===== src/rtl/program_loader.sv =====
// Streams 3-bit chunks into 9-bit words, writes them to CPU RAM, then enables the PC.
// Define LOADER_CHECKSUM_EN to require a trailing XOR checksum chunk (adds CHK/ERR states).
module program_loader #(
  parameter int unsigned DATA_W  = 9,
  parameter int unsigned ADDR_W  = 3,
  parameter int unsigned CHUNK_W = 3
) (
  input  logic               clk,
  input  logic               reset,
  input  logic               start,
  input  logic [CHUNK_W-1:0] in_data,
  input  logic               in_valid,
  output logic               in_ready,
  output logic [DATA_W-1:0]  RAM_Write_Data,
  output logic [ADDR_W-1:0]  RAM_Write_Address,
  output logic               RAM_Write_Enable,
  output logic               PC_Enable,
  output logic               busy,
  output logic               error
);

`ifdef LOADER_CHECKSUM_EN
  typedef enum logic [2:0] {StIdle, StLen, StRecv, StWrite, StChk, StRun, StErr} state_e;
`else
  typedef enum logic [2:0] {StIdle, StLen, StRecv, StWrite, StRun} state_e;
`endif

  state_e              state_q, state_d;
  logic [ADDR_W-1:0]   addr_q, addr_d;
  logic [CHUNK_W-1:0]  n_q, n_d;
  logic [1:0]          cnt_q, cnt_d;
  logic [DATA_W-1:0]   word_q, word_d;
  logic                accept;
`ifdef LOADER_CHECKSUM_EN
  logic [CHUNK_W-1:0]  csum_q, csum_d;
`endif

  assign accept = in_valid && in_ready;

  always_comb begin
    state_d = state_q;
    addr_d  = addr_q;
    n_d     = n_q;
    cnt_d   = cnt_q;
    word_d  = word_q;
`ifdef LOADER_CHECKSUM_EN
    csum_d  = csum_q;
`endif
    unique case (state_q)
      StIdle: if (start) state_d = StLen;
      StLen: begin
        if (accept) begin
          n_d     = in_data;
          addr_d  = '0;
          cnt_d   = '0;
`ifdef LOADER_CHECKSUM_EN
          csum_d  = '0;
`endif
          state_d = StRecv;
        end
      end
      StRecv: begin
        if (accept) begin
          // MSB-first: the first chunk of a word ends up in the top bits
          word_d = {word_q[DATA_W-CHUNK_W-1:0], in_data};
`ifdef LOADER_CHECKSUM_EN
          csum_d = csum_q ^ in_data;
`endif
          if (cnt_q == 2'd2) begin
            cnt_d   = '0;
            state_d = StWrite;
          end else begin
            cnt_d = cnt_q + 2'd1;
          end
        end
      end
      StWrite: begin
        if (addr_q == ADDR_W'(n_q)) begin
`ifdef LOADER_CHECKSUM_EN
          state_d = StChk;
`else
          state_d = StRun;
`endif
        end else begin
          addr_d  = addr_q + ADDR_W'(1);
          state_d = StRecv;
        end
      end
`ifdef LOADER_CHECKSUM_EN
      StChk: if (accept) state_d = (in_data == csum_q) ? StRun : StErr;
      StErr: if (start) state_d = StLen;
`endif
      StRun: if (start) state_d = StLen;
      default: state_d = StIdle;
    endcase
  end

  always_ff @(posedge clk) begin
    if (reset) begin
      state_q <= StIdle;
      addr_q  <= '0;
      n_q     <= '0;
      cnt_q   <= '0;
      word_q  <= '0;
`ifdef LOADER_CHECKSUM_EN
      csum_q  <= '0;
`endif
    end else begin
      state_q <= state_d;
      addr_q  <= addr_d;
      n_q     <= n_d;
      cnt_q   <= cnt_d;
      word_q  <= word_d;
`ifdef LOADER_CHECKSUM_EN
      csum_q  <= csum_d;
`endif
    end
  end

  // Outputs decode the state register only, so they never depend on same-cycle inputs
  always_comb begin
    in_ready         = 1'b0;
    RAM_Write_Enable = 1'b0;
    PC_Enable        = 1'b0;
    busy             = 1'b0;
    error            = 1'b0;
    unique case (state_q)
      StLen, StRecv: begin
        in_ready = 1'b1;
        busy     = 1'b1;
      end
      StWrite: begin
        RAM_Write_Enable = 1'b1;
        busy             = 1'b1;
      end
`ifdef LOADER_CHECKSUM_EN
      StChk: begin
        in_ready = 1'b1;
        busy     = 1'b1;
      end
      StErr: error = 1'b1;
`endif
      StRun: PC_Enable = 1'b1;
      default: ;
    endcase
  end

  assign RAM_Write_Data    = word_q;
  assign RAM_Write_Address = addr_q;

endmodule


===== config.mk =====
export PLATFORM = sky130hd
export DESIGN_NAME = program_loader
export DESIGN_NICKNAME = d
export VERILOG_FILES = /design/src/rtl/program_loader.sv
export SDC_FILE = /design/constraint.sdc
export NUM_CORES = 1
export LEC_CHECK = 0
export BUFFER_PORTS_ARGS = -buffer_cell sky130_fd_sc_hd__buf_2
export CORE_UTILIZATION = 48
export DETAILED_ROUTE_END_ITERATION = 10
export GPL_TIMING_DRIVEN = 0
export PLACE_DENSITY = 0.75
export SLEW_MARGIN = 20
export SYNTH_ARGS = -nofsm -noshare
export SYNTH_HDL_FRONTEND = slang
export SYNTH_SLANG_ARGS = --single-unit

===== constraint.sdc =====
create_clock -name clk -period 3.95 [get_ports clk]
set_clock_uncertainty 0.1 [all_clocks]
set_input_delay 0.395 -clock clk [delete_from_list [all_inputs] [get_ports clk]]
set_output_delay 0.395 -clock clk [all_outputs]
set_load 0.05 [all_outputs]

Yosys cells after proc, flatten, opt, wreduce, memory -nomap -nowiden
Cells that the tools add are included.
W data, S select, Z words.
- add/sub/neg operators: 2
- equality and inequality tests: 11
- multiplexer cells: 17
- reduce and logical (&&, ||, !) cells: 12
- operators by type and width (kind ; count):
    $mux W3 ; 7
    $pmux W3 S4 ; 1
    $ne A2 B2 Y1 const B ; 4
    $eq A3 B2 Y1 const B ; 2
    $mux W2 ; 3
    $pmux W3 S2 ; 1
    $reduce_and A3 Y1 ; 2
    $mux W1 ; 4
    $pmux W2 S2 ; 1
    $reduce_and A2 Y1 ; 2
    $reduce_and A4 Y1 ; 1
    $reduce_bool A2 Y1 ; 2
    $reduce_or A2 Y1 ; 2
    $add A3 B1 Y3 const B ; 1
    $eq A3 B1 Y1 const B ; 1
    $eq A3 B3 Y1 ; 1
    $eq A3 B3 Y1 const B ; 1
    $logic_not A3 Y1 ; 1
    $reduce_or A3 Y1 ; 1
    $add A2 B1 Y2 const B ; 1
    $eq A2 B2 Y1 const B ; 1
    $ne A2 B1 Y1 const B ; 1
    $logic_and A1 B1 Y1 ; 1
- bits in registers: 20
- input bits: 7
- output and inout bits: 17
- logic and storage cells: 47

Depth between registers and ports, before layout
- depth in word-level cells: 6
- gate-level depth with buffers: 6
- mapped depth without buffers: 5

Least setup slack after synthesis
Ideal clock, no wire load.
- path type: flip-flop to output port
- start: register state_q[1]
- end: output port in_ready
- data arrival time: 1.215 ns
- data required time: 3.455 ns
- setup slack: 2.240 ns
- cell stages (with the launch flop): 4
- cells stage by stage: dfxtp_1 buf_2 xnor2_1 nor2_1
- longest elaborated chain between the ends: 3
- elaborated cells between the ends (all ways): 4
- RTL lines (element ; RTL line ; RTL):
    from (decl) ; 28 ; state_e state_q, state_d;
    from (signal assigned) ; 100 ; state_q <= StIdle;
    from (signal assigned) ; 109 ; state_q <= state_d;
    $eq A3 B1 Y1 or $eq A3 B2 Y1 (tied branches) ; 127 ; unique case (state_q)
    $reduce_or A2 Y1 (*) ; 127 ;
    $mux W1 (*) ; 127 ;
    to (decl) ; 13 ; output logic in_ready,
Mark *: on every way between the ends. The rest lies on a longest branch, timed or not.

Worst setup path in the final report
- start: register state_q[2]
- end: output port RAM_Write_Enable
- longest elaborated chain between the ends: 2
- RTL lines (element ; RTL line ; RTL):
    $eq A3 B2 Y1 ; 127 ;
    $mux W1 ; 127 ;
    to (decl) ; 16 ; output logic RAM_Write_Enable,
No other way between the ends.

==> impl_results.md <==
- Seq/Total Area, Yosys: 0.450
- Setup repair bufs after CTS: 0
- P&R area growth vs syn: 20.0%
- Initial antenna violation count: 0
- Post-synth EDFFs: 0
- Maximum vdd ir drop: 0.263 mV
- Vias in the first global route: 688
- Crit path DAT: 1.54 ns
- Post-Syn Area: 890 um^2
- Final #Nets: 149
- Cell internal pwr: 0.304 mW
- First drt pass iteration count: 4
- Leading area contributor after synthesis: dfxtp_1
- Worst setup SP type: flip-flop
- Most frequent cell after synthesis: nand2_1
- Number of setup violations in the final report: 0
- Async set-reset flop share out of synthesis: 0
- # resized after CTS: 0
- HPWL reported at the end of detailed placement: 1300 um
- Boundary Pins: 24
- Die extent in y: 45.1 um
- Most frequent cells after synthesis: 29 x nand2_1, 20 x dfxtp_1, 15 x a21oi_1
- Area contributors post-synth: dfxtp_1 45%, nand2_1 12%, a21oi_1 8.4%
- Total CTS buffers: 3
- Synth Warn #: 0
- Final period util: 0.515
- Core Region: 1730 um^2
- Seq pwr share: 0.473
- Seq. cell area: 400 um^2
- Initial core utilization: 0.515
- Die ar.: 2030 um^2
- Final Slew Violations: 0
- CP Data Required Time: 3.45 ns
- Hold Fails Final Rpt: 0
- Crit. End Element: output pin
- Synth Register Bits: 20
- Ys flop type: dfxtp_1
- Clock Tree Buf Depth: 2
- Crit Path Max Fanout: 10
- N_diodes: 0
- RSZ-0062 raised after global routing: no
- Largest net degree at the start of global routing: 12
- Pleak: 0.447 nW
- Synth Instances: 114
- CTS clk-pin slew, worst paths: 0.11 ns
- Crit Path Category: flip-flop to output pin
- Via count: 840
- Total grt overflow: 0
- Clk Tree Root Cell: clkbuf_4
- Clock latency on the worst-skew pair: 0.30 ns
- Routability cong.: 0.791
- Total wire length: 1770 um
- Die Wd: 45.1 um
- Clock sink count: 20
- Minimum clock period: 2.03 ns
- First-pass GRT wire length: 2860 um
- Status: completed
- Vias per Instance: 5.09
- Switching part of the total: 0.345
- Layout cells sized above 1: 0.207
- Sum Neg Setup Slack: 0 ns
- Total GRT Usage: 0.194
- Fmax: 491 MHz
- IO Port Bufs: 22
- Hold buffers post-CTS: 0
- Switching Power: 0.160 mW
- Final Power: 0.464 mW
- Site Rows: 15
- H-tree depth: 1
- # DRC: 0
- Hold/Removal Path Class: input port to flip-flop
- Multi-input logic area: 442 um^2
- Syn_nets: 122
- Fillers: 158
- Drt initial violations: 10
- CTS tree: done
- Count of cell types in the netlist: 32
- Clk pwr share: 0.260
- MaxCap Viol Count: 0
- Cell Pwr Density: 435 nW/um^2
- Mapped Avg Cell Area: 7.80 um^2
- Comb pwr share: 0.267
- WL/cell: 10.7 um
- Synth top area share: 0.450
- Final ANT Viol Nets: 0
## cell type report
| cell class | count | area share |
|---|---|---|
| multi-input cells | 83 | 0.414 |
| flip-flops and latches | 20 | 0.375 |
| well taps | 25 | 0.0293 |
| plain buffers | 7 | 0.0305 |
| clock buffers | 4 | 0.0340 |
| inverters | 4 | 0.0141 |
| repair buffers | 22 | 0.103 |
## through the flow
| stage | area, um^2 | util | instances | hold WS [ns] | setup slack, ns |
|---|---|---|---|---|---|
| floorplan | 890 | - | 114 | 0.349 | 2.24 |
| global placement | 1030 | 0.597 | 161 | 0.340 | 2.16 |
| detailed placement | 1030 | 0.597 | 161 | 0.343 | 2.12 |
| CTS | 1070 | 0.618 | 165 | 0.220 | 1.92 |
| global route | 1070 | 0.618 | 165 | 0.211 | 1.77 |
| finish | 1070 | 0.618 | 165 | 0.224 | 1.92 |
## per-layer routing
layer / vias to the layer above / GRT usage / part of all wire
met5: - / 0 / 0
met4: 0 / 0.0727 / 0.018
met1: 379 / 0.266 / 0.51
met2: 15 / 0.293 / 0.43
met3: 5 / 0.0480 / 0.040
li1: 441 / - / -
## cells in the final DEF (no fill, tap or decap), types with 2 or more instances in the layout
cell type and count:
inv_1 4, a31oi_1 2, clkbuf_1 3, nor2_1 6
nand2b_1 2, and3_1 3, buf_2 24, a21oi_1 15
xnor2_1 4, nand2_1 29, clkbuf_4 3, o21ai_0 2
nand3_1 3, dfxtp_1 20
## critical path, cell delays in order, from the launching register on
cell,delay (ns)
dfxtp_1,0.32
clkbuf_1,0.18
nor2b_1,0.25
nand2_1,0.11
inv_1,0.10
buf_2,0.27
## logic make-up after synthesis
group / Yosys count / share of synthesized area
other: 1 / 0.00422
AO/OA/AOI/OAI: 25 / 0.172
adder cells (fa/ha/maj): 1 / 0.0141
flip-flops: 20 / 0.450
buffers and inverters: 11 / 0.0534
AND/OR/NAND/NOR: 52 / 0.267
XOR/XNOR: 4 / 0.0394
## final timing paths
path / startpoint / endpoint / slack (ns) / cells past startpoint
hold reg to reg: RAM_Write_Data[7]$_SDFFE_PP0P_ / RAM_Write_Data[7]$_SDFFE_PP0P_ / 0.36 / 2
setup reg to reg: state_q[0]$_SDFFE_PP0P_ / RAM_Write_Address[2]$_SDFFE_PP0P_ / 2.19 / 5
setup / recovery: state_q[2]$_SDFFE_PP0P_ / RAM_Write_Enable / 1.92 / 5
hold / removal: in_data[0] / n_q[0]$_SDFFE_PP0P_ / 0.22 / 3
## sequential cells by signal, indices dropped and copies added, names as in the netlist
| name | count |
|---|---|
| state_q | 3 |
| RAM_Write_Address | 3 |
| cnt_q | 2 |
| n_q | 3 |
| RAM_Write_Data | 9 |
## power by group through the flow
stage,Combinational (mW),Clock (mW),Sequential (mW)
after global routing,0.132,0.132,0.221
after floorplan,0.0937,0,0.227
final,0.124,0.121,0.219
after global placement,0.122,0,0.223
after CTS,0.124,0.123,0.219
after detailed placement,0.123,0,0.224
Power figures use the tool's default switching activity.
